### src/rtl/fft_bf_scheduler_pkg.sv
// Shared constants for the radix-2 FFT butterfly scheduler: default geometry,
// FSM state encodings and the twiddle-index width helper.
package fft_bf_scheduler_pkg;

    localparam int unsigned N_LOG2_DEF   = 4;
    localparam int unsigned PIPE_LAT_DEF = 2;

    localparam logic [1:0] ST_IDLE  = 2'd0;
    localparam logic [1:0] ST_ISSUE = 2'd1;
    localparam logic [1:0] ST_DRAIN = 2'd2;
    localparam logic [1:0] ST_DONE  = 2'd3;

    // Twiddle index spans N/2 entries; never narrower than one bit.
    function automatic int unsigned tw_width(input int unsigned n_log2);
        return (n_log2 > 1) ? n_log2 - 1 : 1;
    endfunction

endpackage

### src/rtl/fft_bf_scheduler_if.sv
// Control, RAM-read, twiddle, adder-strobe and write-back signals of the
// butterfly scheduler; master is the scheduler, slave is its environment.
interface fft_bf_scheduler_if
    import fft_bf_scheduler_pkg::*;
#(
    parameter int unsigned N_LOG2 = N_LOG2_DEF
);
    localparam int unsigned AW = N_LOG2;
    localparam int unsigned TW = tw_width(N_LOG2);

    logic          start;
    logic          stall;
    logic          busy;
    logic          done;
    logic [AW-1:0] stage;
    logic          rd_en;
    logic [AW-1:0] rd_addr_a;
    logic [AW-1:0] rd_addr_b;
    logic [TW-1:0] tw_addr;
    logic          bf_en;
    logic          bf_delay;
    logic          wr_en;
    logic [AW-1:0] wr_addr_a;
    logic [AW-1:0] wr_addr_b;

    modport master (
        input  start, stall,
        output busy, done, stage,
        output rd_en, rd_addr_a, rd_addr_b, tw_addr,
        output bf_en, bf_delay,
        output wr_en, wr_addr_a, wr_addr_b
    );

    modport slave (
        output start, stall,
        input  busy, done, stage,
        input  rd_en, rd_addr_a, rd_addr_b, tw_addr,
        input  bf_en, bf_delay,
        input  wr_en, wr_addr_a, wr_addr_b
    );

endinterface

### src/rtl/fft_bf_scheduler_addr_delay.sv
// Shift register carrying the issue strobe and operand-pair addresses from the
// read side to the write-back side; every valid tap is exposed for the adder strobes.
module fft_bf_scheduler_addr_delay #(
    parameter int unsigned DEPTH = 2,
    parameter int unsigned AW    = 4
) (
    input  logic             clk,
    input  logic             rst,
    input  logic             vld_in,
    input  logic [AW-1:0]    a_in,
    input  logic [AW-1:0]    b_in,
    output logic [DEPTH-1:0] vld_tap,
    output logic [AW-1:0]    a_out,
    output logic [AW-1:0]    b_out
);

    logic [DEPTH-1:0][AW-1:0] a_sr;
    logic [DEPTH-1:0][AW-1:0] b_sr;

    // Advances every cycle; stalls only show up as bubbles in vld_tap.
    always_ff @(posedge clk) begin
        if (rst) begin
            vld_tap <= '0;
            a_sr    <= '0;
            b_sr    <= '0;
        end else begin
            vld_tap[0] <= vld_in;
            a_sr[0]    <= a_in;
            b_sr[0]    <= b_in;
            for (int unsigned i = 1; i < DEPTH; i++) begin
                vld_tap[i] <= vld_tap[i-1];
                a_sr[i]    <= a_sr[i-1];
                b_sr[i]    <= b_sr[i-1];
            end
        end
    end

    assign a_out = a_sr[DEPTH-1];
    assign b_out = b_sr[DEPTH-1];

endmodule

### src/rtl/fft_bf_scheduler.sv
// Radix-2 in-place FFT butterfly scheduler: walks stages/butterflies one per cycle,
// issues pair reads and twiddle index, and aligns write-back addresses to the adder.
module fft_bf_scheduler
    import fft_bf_scheduler_pkg::*;
#(
    parameter int unsigned N_LOG2   = N_LOG2_DEF,
    parameter int unsigned PIPE_LAT = PIPE_LAT_DEF
) (
    input  logic               clk,
    input  logic               rst,
    fft_bf_scheduler_if.master bus
);

    localparam int unsigned AW = N_LOG2;
    localparam int unsigned TW = tw_width(N_LOG2);
    localparam int unsigned CW = (PIPE_LAT > 1) ? $clog2(PIPE_LAT) : 1;

    logic [1:0]          state;
    logic [1:0]          state_next;
    logic [TW-1:0]       k;
    logic [TW-1:0]       k_next;
    logic [AW-1:0]       stage;
    logic [AW-1:0]       stage_next;
    logic [CW-1:0]       cnt;
    logic [CW-1:0]       cnt_next;
    logic                busy_q;
    logic                busy_next;
    logic                done_q;
    logic                done_next;
    logic                drain_q;
    logic                drain_next;
    logic                issue;

    logic [AW-1:0]       k_ext;
    logic [AW-1:0]       half;
    logic [AW-1:0]       pos;
    logic [AW-1:0]       grp;
    logic [AW-1:0]       addr_a;
    logic [AW-1:0]       addr_b;
    logic [TW-1:0]       tw_idx;
    logic                in_issue;
    logic [AW-1:0]       push_a;
    logic [AW-1:0]       push_b;
    logic [PIPE_LAT-1:0] vld_tap;

    // State and counter registers.
    always_ff @(posedge clk) begin
        if (rst) begin
            state   <= ST_IDLE;
            k       <= '0;
            stage   <= '0;
            cnt     <= '0;
            busy_q  <= 1'b0;
            done_q  <= 1'b0;
            drain_q <= 1'b0;
        end else begin
            state   <= state_next;
            k       <= k_next;
            stage   <= stage_next;
            cnt     <= cnt_next;
            busy_q  <= busy_next;
            done_q  <= done_next;
            drain_q <= drain_next;
        end
    end

    // Next-state, counter advance and registered-output decode.
    always_comb begin
        state_next = state;
        k_next     = k;
        stage_next = stage;
        cnt_next   = cnt;
        issue      = 1'b0;

        case (state)
            ST_IDLE: begin
                if (bus.start) begin
                    state_next = ST_ISSUE;
                    k_next     = '0;
                    stage_next = '0;
                    cnt_next   = '0;
                end
            end
            ST_ISSUE: begin
                issue = !bus.stall;
                if (issue) begin
                    k_next = k + TW'(1);
                    if (&k) begin
                        k_next     = '0;
                        cnt_next   = '0;
                        state_next = ST_DRAIN;
                    end
                end
            end
            ST_DRAIN: begin
                // Lets the last write of this stage land before the next stage reads.
                if (cnt == CW'(PIPE_LAT - 1)) begin
                    cnt_next = '0;
                    if (stage == AW'(N_LOG2 - 1)) begin
                        state_next = ST_DONE;
                    end else begin
                        state_next = ST_ISSUE;
                        stage_next = stage + AW'(1);
                    end
                end else begin
                    cnt_next = cnt + CW'(1);
                end
            end
            ST_DONE: begin
                state_next = ST_IDLE;
                stage_next = '0;
            end
            default: begin
                state_next = ST_IDLE;
            end
        endcase

        busy_next  = (state_next == ST_ISSUE) || (state_next == ST_DRAIN);
        done_next  = (state_next == ST_DONE);
        drain_next = (state_next == ST_DRAIN);
    end

    // Pair addressing: upper leg has bit 'stage' clear, lower leg sets it.
    always_comb begin
        k_ext  = AW'(k);
        half   = AW'(1) << stage;
        pos    = k_ext & (half - AW'(1));
        grp    = k_ext >> stage;
        addr_a = (grp << (stage + AW'(1))) | pos;
        addr_b = addr_a | half;
        tw_idx = TW'(pos) << (AW'(N_LOG2 - 1) - stage);
    end

    assign in_issue = (state == ST_ISSUE);
    assign push_a   = issue ? addr_a : '0;
    assign push_b   = issue ? addr_b : '0;

    fft_bf_scheduler_addr_delay #(
        .DEPTH (PIPE_LAT),
        .AW    (AW)
    ) u_addr_delay (
        .clk     (clk),
        .rst     (rst),
        .vld_in  (issue),
        .a_in    (push_a),
        .b_in    (push_b),
        .vld_tap (vld_tap),
        .a_out   (bus.wr_addr_a),
        .b_out   (bus.wr_addr_b)
    );

    assign bus.busy      = busy_q;
    assign bus.done      = done_q;
    assign bus.stage     = stage;
    assign bus.bf_delay  = drain_q;
    assign bus.rd_en     = issue;
    assign bus.rd_addr_a = in_issue ? addr_a : '0;
    assign bus.rd_addr_b = in_issue ? addr_b : '0;
    assign bus.tw_addr   = in_issue ? tw_idx : '0;
    assign bus.bf_en     = vld_tap[0];
    assign bus.wr_en     = vld_tap[PIPE_LAT-1];

endmodule

### src/flat_wrapper.sv
// flat-port wrapper written by rule: the top's interface ports become plain ports
module fft_bf_scheduler_flat import fft_bf_scheduler_pkg::*;
#(
    parameter int unsigned N_LOG2   = N_LOG2_DEF,
    parameter int unsigned PIPE_LAT = PIPE_LAT_DEF
)
  (clk, rst, bus_start, bus_stall, bus_busy, bus_done, bus_stage, bus_rd_en, bus_rd_addr_a, bus_rd_addr_b, bus_tw_addr, bus_bf_en, bus_bf_delay, bus_wr_en, bus_wr_addr_a, bus_wr_addr_b);
  fft_bf_scheduler_if #(.N_LOG2(N_LOG2)) bus_i ();
  input  logic clk;
  input  logic rst;
  input wire logic [$bits(bus_i.start)-1:0] bus_start;
  input wire logic [$bits(bus_i.stall)-1:0] bus_stall;
  output wire logic [$bits(bus_i.busy)-1:0] bus_busy;
  output wire logic [$bits(bus_i.done)-1:0] bus_done;
  output wire logic [$bits(bus_i.stage)-1:0] bus_stage;
  output wire logic [$bits(bus_i.rd_en)-1:0] bus_rd_en;
  output wire logic [$bits(bus_i.rd_addr_a)-1:0] bus_rd_addr_a;
  output wire logic [$bits(bus_i.rd_addr_b)-1:0] bus_rd_addr_b;
  output wire logic [$bits(bus_i.tw_addr)-1:0] bus_tw_addr;
  output wire logic [$bits(bus_i.bf_en)-1:0] bus_bf_en;
  output wire logic [$bits(bus_i.bf_delay)-1:0] bus_bf_delay;
  output wire logic [$bits(bus_i.wr_en)-1:0] bus_wr_en;
  output wire logic [$bits(bus_i.wr_addr_a)-1:0] bus_wr_addr_a;
  output wire logic [$bits(bus_i.wr_addr_b)-1:0] bus_wr_addr_b;
  assign bus_i.start = bus_start;
  assign bus_i.stall = bus_stall;
  assign bus_busy = bus_i.busy;
  assign bus_done = bus_i.done;
  assign bus_stage = bus_i.stage;
  assign bus_rd_en = bus_i.rd_en;
  assign bus_rd_addr_a = bus_i.rd_addr_a;
  assign bus_rd_addr_b = bus_i.rd_addr_b;
  assign bus_tw_addr = bus_i.tw_addr;
  assign bus_bf_en = bus_i.bf_en;
  assign bus_bf_delay = bus_i.bf_delay;
  assign bus_wr_en = bus_i.wr_en;
  assign bus_wr_addr_a = bus_i.wr_addr_a;
  assign bus_wr_addr_b = bus_i.wr_addr_b;
  fft_bf_scheduler #(.N_LOG2(N_LOG2), .PIPE_LAT(PIPE_LAT)) u_core (.clk(clk), .rst(rst), .bus(bus_i));
endmodule
### config.mk
export PLATFORM = sky130hd
export DESIGN_NAME = fft_bf_scheduler_flat
export DESIGN_NICKNAME = d
export VERILOG_FILES = /design/src/rtl/fft_bf_scheduler_pkg.sv /design/src/rtl/fft_bf_scheduler_if.sv /design/src/rtl/fft_bf_scheduler_addr_delay.sv /design/src/rtl/fft_bf_scheduler.sv /design/src/flat_wrapper.sv
export SDC_FILE = /design/constraint.sdc
export NUM_CORES = 1
export LEC_CHECK = 0
export ABC_AREA = 1
export CORE_UTILIZATION = 30
export CTS_CLUSTER_DIAMETER = 200
export DETAILED_ROUTE_END_ITERATION = 7
export PLACE_DENSITY_LB_ADDON = 0.3
export SYNTH_ARGS = -nofsm -noshare
export SYNTH_HDL_FRONTEND = slang
export SYNTH_SLANG_ARGS = --single-unit
export TNS_END_PERCENT = 100
### constraint.sdc
create_clock -name clk -period 2.9 [get_ports clk]
set_input_delay 0.29 -clock clk [delete_from_list [all_inputs] [get_ports clk]]
set_output_delay 0.29 -clock clk [all_outputs]
set_load 0.05 [all_outputs]
* After elaboration in Yosys (flattened, before gate mapping)
Cells that the tools add are included.
Word-level totals: register bits 31, bits of input ports 4, output and inout bits 29, logic and storage cells 71
Cells by class: $add $sub $neg 5, eq/ne operators 12, shift operators 4, multiplexer cells 23, bitwise operators 4, reductions and logical operators 11
Operators by type and width (number):
- 4-bit 2-to-1 mux | 5
- 3-bit 2-to-1 mux | 4
- 4-bit one-hot mux with 3 select lines | 1
- 2-bit 2-to-1 mux | 5
- 2-bit equality test, second input constant | 4
- 2-bit != test, second input constant | 4
- 4-bit bitwise OR | 2
- 2-bit one-hot mux with 4 select lines | 1
- 4-bit AND reduction | 2
- 3-bit one-hot mux with 2 select lines | 1
- 3-bit AND reduction | 2
- 3-bit nonzero test | 2
- 1-bit 2-to-1 mux | 5
- 4-bit by 1-bit adder with 4-bit output, second input constant | 1
- 3-bit by 4-bit bitwise AND with 4-bit output | 1
- 2-bit by 1-bit equality test with 1-bit output, second input constant | 2
- 4-bit by 2-bit equality test with 1-bit output, second input constant | 1
- 1-bit by 4-bit left shift with 4-bit output, first input constant | 1
- 3-bit by 4-bit left shift with 3-bit output | 1
- 4-bit by 4-bit left shift with 4-bit output | 1
- 3-bit by 4-bit >> shifter with 4-bit output | 1
- 2-bit by 4-bit subtractor with 4-bit output, first input constant | 1
- 4-bit by 1-bit subtractor with 4-bit output, second input constant | 1
- 3-bit by 1-bit adder with 3-bit output, second input constant | 1
- other kinds (9) | 9

* Logic depth before layout (Yosys ltp)
Gate-level depths: netlist of the first run.
word-level depth 6, gate-level depth with buffers 11, depth with buffers taken out 10

* Hierarchy
A second synthesis of the first run with hierarchy kept.
Unflattened totals: cells, all modules 236, area, all modules 1644.1 sq um
Modules (own cells, without submodules):
- fft_bf_scheduler | times used 1, cells an instance 172, area an instance 1062.3 sq um, seq. area each 260.2 sq um
- fft_bf_scheduler_addr_delay | times used 1, cells an instance 64, area an instance 581.8 sq um, seq. area each 360.3 sq um

* Least setup slack after synthesis of the first run
OpenSTA, ideal clock, no wires.
path kind reg-to-output, from reg u_core.stage[0], in the netlist u_core.bus.stage[0], to out bus_tw_addr[2], data arrival time 2835 ps, required time 2610 ps, slack -225 ps, stages on the path, launching flop included 12, path buffers 1, path through dfxtp_1 buf_4 inv_1 nor2_1 nand2_1 ha_1 inv_1 nand2_1 or2_2 o211ai_1 o211ai_1 a21oi_1
On the way: longest elaborated chain between the ends 5, elaborated cells between the ends (all ways) 6, classes of those cells 2 x add/sub; 2 x shift; 1 x mux; 1 x bitwise
Ends and longest elaborated chain:
- start: declaration | RTL line fft_bf_scheduler.sv:22 | logic [AW-1:0] stage;
- start signal: assignment | RTL line fft_bf_scheduler.sv:59 | stage <= stage_next;
- 1-bit by 4-bit left shift with 4-bit output | RTL line fft_bf_scheduler.sv:126 | half = AW'(1) << stage;
- 4-bit by 1-bit subtractor with 4-bit output | RTL line fft_bf_scheduler.sv:127 | pos = k_ext & (half - AW'(1));
- 3-bit by 4-bit bitwise AND with 4-bit output | RTL line fft_bf_scheduler.sv:127
- 3-bit by 4-bit left shift with 3-bit output (*) | RTL line fft_bf_scheduler.sv:131 | tw_idx = TW'(pos) << (AW'(N_LOG2 - 1) - stage);
- 3-bit 2-to-1 mux (*) | RTL line fft_bf_scheduler.sv:159 | assign bus.tw_addr = in_issue ? tw_idx : '0;
- end: declaration | RTL line flat_wrapper.sv:19 | output wire logic [$bits(bus_i.tw_addr)-1:0] bus_tw_addr;
Mark *: on every way between the ends. The rest lies on a longest branch, timed or not.

* Worst setup path in the final report of the first run
from reg u_core.stage[1], in the netlist u_core.bus.stage[1], to out bus_rd_addr_a[0]
On the way: longest elaborated chain between the ends 5, elaborated cells between the ends (all ways) 8, classes of those cells 2 x add/sub; 3 x shift; 1 x mux; 2 x bitwise
Ends and longest elaborated chain:
- branches (longest 3 deep; another with 4-bit by 1-bit adder with 4-bit output)
- 4-bit bitwise OR (*) | RTL line fft_bf_scheduler.sv:129 | addr_a = (grp << (stage + AW'(1))) | pos;
- 4-bit 2-to-1 mux (*) | RTL line fft_bf_scheduler.sv:157 | assign bus.rd_addr_a = in_issue ? addr_a : '0;
- end: declaration | RTL line flat_wrapper.sv:17 | output wire logic [$bits(bus_i.rd_addr_a)-1:0] bus_rd_addr_a;
Every way passes the cells marked *.

==> run summary, run 1 <==
The run finished with clean final reports. The delay of the slowest cell on the worst path came out at 0.80 ns. Cell internal power was estimated by the tool at 0.763 mW. After global routing the overflow that remains totals 0. Summed over all instances, the cell type with the most area after synthesis is sky130_fd_sc_hd__dfxtp_1. The number of global-route vias before repair is 1341. The average wire per cell in the routed design came out at 10.6 um. In the routed layout, each cell is associated on average with a via count of 4.37. The launching element type of the critical path is a register. The register area share after synthesis came out at 0.392.

The worst setup path is captured at an output pin. Buffers placed on the I/O ports in this run total 32. The switching power came out at 0.274 mW.

The count of antenna-violating nets left after detailed routing came out at 0. The number of max-slew violations in the final report is 0. The share of synthesized area in the top cell type comes to 0.392. The post-cts resize count came out at 1.

The worst-skew pair later-pin latency came out at 0.28 ns. For this configuration, the core starts out at a cell density of 0.310. The count of hold buffers inserted by post-cts repair is 0.

The maximum clock path buffer count came out at 2. The number of max-cap violations came out at 0. Setup violations remaining at the end of the flow were counted as 0. The worst hold-check path type is reg2reg. The number of standard-cell rows in the floorplan came out at 26. The root buffer cell chosen for the clock tree is sky130_fd_sc_hd__clkbuf_8.

The synthesized netlist net count came out at 237. The category of cells accounting for the largest share of critical-path delay is buffers and inverters. The top cell types in the final layout, fill and taps aside, are sky130_fd_sc_hd__inv_1 (43), sky130_fd_sc_hd__nand2_1 (38), sky130_fd_sc_hd__dfxtp_1 (30), sky130_fd_sc_hd__nor2_1 (29), sky130_fd_sc_hd__clkdlybuf4s50_1 (23). The instance count of the mapped netlist is 226. The signal on the critical path passes through ha_1 > xor2_1 > inv_2 > nand2_1 > o21a_2 > nor2_1 > clkdlybuf4s50_1. The half-perimeter wire length after detailed placement came out at 2.67 mm. The arrival time of data at the critical path endpoint came out at 2.44 ns. In the final layout, the multi-input gates occupy 712 um2.

On the final layout, the worst clock skew is 0.00841 ns. VDD sags by at most 231 uV. The areal power density over the cells came out at 499 nW/um2. For the worst setup path, the data required time is 2.61 ns. The area growth from synthesis to layout came out at 31.1%. Setup repair after global routing left no endpoint under its margin. The height of the die came out at 74.6 um. The library cell used most frequently in the layout, excluding fill and tap cells, is sky130_fd_sc_hd__inv_1.

The x dimension of the die is 74.6 um. The number of antenna diodes in the final layout is 0. The actual transition at the worst max-transition pin came out at 0.512 ns. The number of setup buffers added after CTS came out at 0.

The die covers 5570 um2. TritonCTS built the clock tree. The weighted congestion at the end of routability-driven global placement came out at 0.885. The slowest stage of the critical path belongs to the cell sky130_fd_sc_hd__clkdlybuf4s50_1.

The clock transition at the register clock pins on the worst setup and hold paths after CTS is 0.06 ns. Of the total power, the share spent switching nets is 0.264. Before antenna repair, the detailed router went through 4 iterations. The pin count of the biggest net entering global routing is 13. The final wirelength came out at 3.48 mm.

The number of primary I/O pins came out at 33. The final route contains 1429 vias. The per-instance average area after synthesis is 7.00 um2.

The warning count from the yosys run is 0. In this run the worst path has a maximum fanout of 10. The fraction of power consumed by sequential logic is 0.432. The number of synthesized register bits is 31.

In this run the cell area measured after placement is 1950 um2. The count of unique library cells instantiated by Yosys is 26. The highest clock frequency the design can meet is 366 MHz. The number of clock buffers inserted by TritonCTS came out at 5. The total routing usage reported by global routing is 0.143. Across the whole layout, storage elements account for 622 um2.

The number of antenna violations at the first check in global routing is 0. The leakage power came out at 0.994 nW. The clock period minus final worst setup slack came out at 2.73 ns.

The detailed router finished its first iteration with 51 violations. The part of the power in the clock network came out at 0.422. The sum of negative setup slack came out at 0 ns. The worst pin sits at a relative slew slack of 0.658. Counting every sink on the clock net gives 31.

The total number of nets in the final design is 267. The standard cell core area came out at 5110 um2. The part of the total power dissipated in combinational logic came out at 0.145. The critical path start-end classification is reg2out.

The first-pass GRT wire length is 5.97 mm. The final number of hold-violating endpoints is 0. In the finished design, the share of the clock period the worst path needs comes to 0.943. After detailed routing, the number of remaining DRC violations is 0. The mapped netlist covers 1580 um2. The cell area after layout came out at 2080 um2.

The count of filler cells inserted in the layout came out at 551. The share of layout cells above drive strength 1 is 0.144. CTS built an H-tree with a depth of 2. The buffers plus inverters on the worst setup path is 2. Sorting the synthesized cells by area gives the leading types as sky130_fd_sc_hd__dfxtp_1 (39%), sky130_fd_sc_hd__inv_1 (10%), sky130_fd_sc_hd__nand2_1 (9.0%), sky130_fd_sc_hd__nor2_1 (7.1%), sky130_fd_sc_hd__ha_1 (5.5%).
sequential cells by signal, indices dropped and copies added (netlist names):
name and flops:
u_core.bus.stage 4, u_core.u_addr_delay.a_out 4, u_core.u_addr_delay.a_sr 4, u_core.u_addr_delay.b_out 4
u_core.u_addr_delay.b_sr 4, u_core.k 3, u_core.state 2, u_core.u_addr_delay.vld_tap 2
u_core.bus.bf_delay 1, u_core.bus.busy 1, u_core.bus.done 1, u_core.cnt 1
cell usage after synthesis:
cell,number
sky130_fd_sc_hd__o211ai_1,2
sky130_fd_sc_hd__nor2_1,30
sky130_fd_sc_hd__nand2_2,4
sky130_fd_sc_hd__nor3_1,2
sky130_fd_sc_hd__inv_2,5
sky130_fd_sc_hd__or2_0,1
sky130_fd_sc_hd__nor4_1,1
sky130_fd_sc_hd__ha_1,7
sky130_fd_sc_hd__nand3_1,15
sky130_fd_sc_hd__nor2_2,2
sky130_fd_sc_hd__o21ai_0,4
sky130_fd_sc_hd__inv_1,43
sky130_fd_sc_hd__nand3_2,1
sky130_fd_sc_hd__o31ai_1,1
sky130_fd_sc_hd__xor2_1,2
sky130_fd_sc_hd__o21a_2,1
sky130_fd_sc_hd__nor2_4,2
sky130_fd_sc_hd__a21oi_1,16
sky130_fd_sc_hd__buf_4,10
sky130_fd_sc_hd__clkbuf_1,2
sky130_fd_sc_hd__a31oi_1,1
sky130_fd_sc_hd__nand4_1,2
sky130_fd_sc_hd__a211oi_1,2
sky130_fd_sc_hd__dfxtp_1,31
sky130_fd_sc_hd__or2_2,1
sky130_fd_sc_hd__nand2_1,38
power groups by stage:
stage | clock (mW) | sequential (mW) | combinational (mW)
floorplan | 0 | 0.466 | 0.0965
global placement | 0 | 0.458 | 0.150
detailed placement | 0 | 0.458 | 0.151
CTS | 0.456 | 0.448 | 0.151
global route | 0.470 | 0.450 | 0.167
finish | 0.438 | 0.448 | 0.151
through the flow:
stage	setup slack [ns]	power [mW]	hold WS, ns	cells	util
6_report	0.166	1.04	0.401	327	0.406
5_1_grt	0.00709	1.09	0.415	327	0.406
3_3_place_gp	0.368	0.608	0.392	319	0.382
2_1_floorplan	0.0635	0.563	0.372	226	-
3_5_place_dp	0.305	0.608	0.393	319	0.382
4_1_cts	0.0259	1.06	0.403	327	0.405
layer usage:
metal	GRT usage	up-vias	share of wire
met4	0.0797	0	0.023
li1	-	749	-
met5	0	-	0
met2	0.232	39	0.47
met1	0.169	632	0.47
met3	0.0402	9	0.046
cell families (layout without fill, tap and decap cells):
| family | Yosys count | in the layout | synth area share |
|---|---|---|---|
| simple gates | 99 | 99 | 0.279 |
| fa+ha+maj | 7 | 7 | 0.0553 |
| flops | 31 | 31 | 0.392 |
| xor+xnor | 2 | 2 | 0.0111 |
| buf+inv | 60 | 91 | 0.166 |
| compound gates | 27 | 27 | 0.0964 |
worst paths after layout:
check,from,end,slack [ns],depth (start not counted)
hold reg to reg,u_core.u_addr_delay.b_sr[2],u_core.u_addr_delay.b_out[2],0.40,2
setup reg to reg,u_core.bus.stage[3],u_core.bus.stage[0],1.20,9
hold / removal,u_core.u_addr_delay.b_sr[2],u_core.u_addr_delay.b_out[2],0.40,2
setup / recovery,u_core.bus.stage[1],bus_rd_addr_a[0],0.17,7
area by class of cell:
cell class | instances | area share
inverter | 48 | 0.0868
clock buffer | 6 | 0.0398
tap | 70 | 0.0422
clock inverter | 2 | 0.0169
timing repair buffer | 35 | 0.172
multi-input combinational | 135 | 0.343
sequential | 31 | 0.300
worst reg2reg max path, stage by stage, from the launching register on:
cell                      delay [ns]
sky130_fd_sc_hd__dfxtp_1        0.54
sky130_fd_sc_hd__inv_2          0.12
sky130_fd_sc_hd__ha_1           0.21
sky130_fd_sc_hd__nand2_1        0.07
sky130_fd_sc_hd__a21oi_1        0.05
sky130_fd_sc_hd__inv_1          0.08
sky130_fd_sc_hd__nand3_1        0.18
sky130_fd_sc_hd__inv_1          0.15
sky130_fd_sc_hd__nand3_1        0.08
sky130_fd_sc_hd__a21oi_1        0.14
(Power assumes the default switching activity.)
==> run 2: changes to the inputs <==
- CORE_UTILIZATION: 30 -> 54
==> run 2 against run 1 <==
Combinational power about the same. Routed wire length decreased by 4.4%. Critical endpoint is now bus_tw_addr[0]. Cell area down 4.0%. Clock power fell by 20%. Hold slack lost 0.0011 ns. Core utilization is 32 points higher. Critical path type unchanged. Largest cell class unchanged. Sequential cell count did not move. Maximum frequency grew 0.14%. Power shrank 8.7%.
==> run summary, run 2 (synthesis results as in run 1) <==
The number of max-cap violations came out at 0 (unchanged). The number of clock sinks is 31 (unchanged). The number of standard-cell rows in the floorplan came to 19 (was 26). Commonest cells after routing, fill and taps aside: sky130_fd_sc_hd__inv_1 (43), sky130_fd_sc_hd__nand2_1 (38), sky130_fd_sc_hd__dfxtp_1 (30), sky130_fd_sc_hd__nor2_1 (29), sky130_fd_sc_hd__clkdlybuf4s50_1 (22) (was sky130_fd_sc_hd__inv_1 (43), sky130_fd_sc_hd__nand2_1 (38), sky130_fd_sc_hd__dfxtp_1 (30), sky130_fd_sc_hd__nor2_1 (29), sky130_fd_sc_hd__clkdlybuf4s50_1 (23)).

The leakage power is 0.975 nW (was 0.994 nW). The clock transition at the register clock pins on the worst setup and hold paths after CTS is 0.10 ns (was 0.06 ns). The worst-skew pair later-pin latency came out at 0.33 ns (was 0.28 ns).

The weighted congestion at the end of routability-driven global placement came to 0.913 (was 0.885). RSZ-0062 raised after global routing: no (unchanged). The number of primary I/O pins came out at 33 (unchanged). The number of antenna repair diodes is 0 (unchanged). The area enclosed by the die boundary came out at 3150 um2 (was 5570 um2). The final wirelength came out at 3.32 mm (was 3.48 mm). The first-pass GRT wire length is 5.74 mm (was 5.97 mm). The arrival time of data at the critical path endpoint came to 2.44 ns (about the same). The number of levels in the clock H-tree came to 2 (unchanged). The first-pass detailed-route iteration total came out at 4 (unchanged). The ratio of routed vias to standard cells is 4.98 (was 4.37). The critical path start-end classification is reg2out (unchanged). The number of port buffers came out at 32 (unchanged). The initial core utilization came out at 0.574 (was 0.310). The count of hold buffers inserted by post-cts repair came out at 0 (unchanged). The final number of hold-violating endpoints came out at 0 (unchanged). The most common cell after layout, fill and taps aside is sky130_fd_sc_hd__inv_1 (unchanged). The detailed-route via count came to 1433 (was 1429).

The sum of negative setup slack is 0 ns (unchanged). The max-slew headroom at the worst pin is 0.662 (was 0.658). The number of cells on the worst hold path is 2 (unchanged). Result of the run: finished clean (unchanged). The standard cell core area came out at 2760 um2 (was 5110 um2). The number of global-route vias before repair is 1298 (was 1341). The count of antenna-violating nets left after detailed routing came to 0 (unchanged).

The height of the die came out at 56.1 um (was 74.6 um). The post-cts resize count came out at 4 (was 1). The total number of nets in the final design came out at 267 (unchanged). The DRC violation count after routing is 0 (unchanged). The cell count of the worst reg-to-reg path is 9 (unchanged). The clock period minus final worst setup slack came out at 2.73 ns (about the same).

The highest clock frequency the design can meet is 366 MHz (about the same). The pin count of the biggest net entering global routing is 16 (was 13). The area growth from synthesis to layout was 25.9% (was 31.1%). The clock tree from TritonCTS is yes (unchanged). The maximum vdd ir drop is 511 uV (was 231 uV). The areal power density over the cells is 475 nW/um2 (was 499 nW/um2). The reg2reg setup slack came out at 1.17 ns (was 1.20 ns). The share of layout cells above drive strength 1 came to 0.144 (unchanged). The share of the core filled with cells in the final layout came out at 0.723 (was 0.406).

The actual transition at the worst max-transition pin came out at 0.506 ns (was 0.512 ns). The number of setup buffers added after CTS was 0 (unchanged). The number of antenna violations at the first check in global routing is 0 (unchanged). The launching element type of the critical path is a register (unchanged). The half-perimeter wire length after detailed placement came out at 2.47 mm (was 2.67 mm). The maximum clock path buffer count is 2 (unchanged). The critical path capture point type is an output pin (unchanged). The maximum net fanout on the critical path is 7 (was 10). The worst hold-check path type is reg2reg (unchanged).

The data required time at the worst endpoint is 2.61 ns (about the same). The leftover overflow at the end of global routing came out at 0 (unchanged). The x dimension of the die came out at 56.1 um (was 74.6 um). The final setup skew came out at 0.00620 ns (was 0.00841 ns). The clock tree root buffer cell was sky130_fd_sc_hd__clkbuf_4 (was sky130_fd_sc_hd__clkbuf_8). The total routing usage reported by global routing came out at 0.236 (was 0.143).

The final-report setup violation count came to 0 (unchanged). The average wire per cell in the routed design came out at 11.5 um (was 10.6 um). The number of max-slew violations in the final report is 0 (unchanged). The post-route clock period utilization was 0.941 (was 0.943). The violation count after the first detailed-routing iteration is 61 (was 51).

The number of clock buffers inserted by TritonCTS is 5 (unchanged).
==> run 2: changes by cell type in the layout (fill, tap and decap cells not counted) <==
cell                              change
sky130_fd_sc_hd__clkdlybuf4s50_1      -1
sky130_fd_sc_hd__dlymetal6s2s_1       -1
sky130_fd_sc_hd__dlygate4sd2_1        +2
sky130_fd_sc_hd__clkbuf_8             -5
sky130_fd_sc_hd__dfxtp_2              -1
sky130_fd_sc_hd__clkbuf_4             +5
sky130_fd_sc_hd__dfxtp_4              +1
==> run 2: worst max-delay path, stage by stage, from the launching register on <==
cell,delay (ns)
sky130_fd_sc_hd__dfxtp_1,0.54
sky130_fd_sc_hd__inv_2,0.12
sky130_fd_sc_hd__ha_1,0.35
sky130_fd_sc_hd__nor4_2,0.26
sky130_fd_sc_hd__clkdlybuf4s50_1,0.84
==> run 2: power by group <==
part	switching, mW	internal [mW]	total (mW)	leakage (nW)
Combinational	0.103	0.0466	0.149	0.675
Sequential	0.0116	0.436	0.447	0.252
Clock	0.146	0.204	0.350	0.0482
Total	0.260	0.686	0.946	0.975
==> run 2: through the flow <==
| stage | instance area [um2] | hold WS (ns) | power (mW) | setup slack, ns | std cells |
|---|---|---|---|---|---|
| global route | 1990 | 0.419 | 0.989 | 0.0408 | 288 |
| floorplan | 1600 | 0.372 | 0.563 | 0.0635 | 226 |
| detailed placement | 1900 | 0.392 | 0.607 | 0.341 | 280 |
| global placement | 1900 | 0.391 | 0.607 | 0.388 | 280 |
| CTS | 1990 | 0.404 | 0.952 | 0.0936 | 288 |
| finish | 1990 | 0.399 | 0.946 | 0.170 | 288 |
==> run 2: routing by layer <==
| metal | global-route usage | routed length [um] |
|---|---|---|
| met1 | 0.294 | 1460 |
| met2 | 0.376 | 1530 |
| met3 | 0.0698 | 238 |
| met4 | 0.105 | 95 |
| met5 | 0 | 0 |
==> run 2: path summary, 6_finish.rpt <==
path | startpoint | end
setup reg to reg | u_core.bus.stage[3] | u_core.bus.stage[0]
setup / recovery | u_core.bus.stage[3] | bus_tw_addr[0]
hold reg to reg | u_core.u_addr_delay.a_sr[1] | u_core.u_addr_delay.a_out[1]
hold / removal | u_core.u_addr_delay.a_sr[1] | u_core.u_addr_delay.a_out[1]
==> run 2: area by class of cell <==
class                   count  area, um2
fillers                   249        764
inverters                  48        180
clock inverters             2       35.0
well taps                  31       38.8
flip-flops and latches     31        624
multi-input cells         135        712
repair buffers             35        352
clock buffers               6       51.3
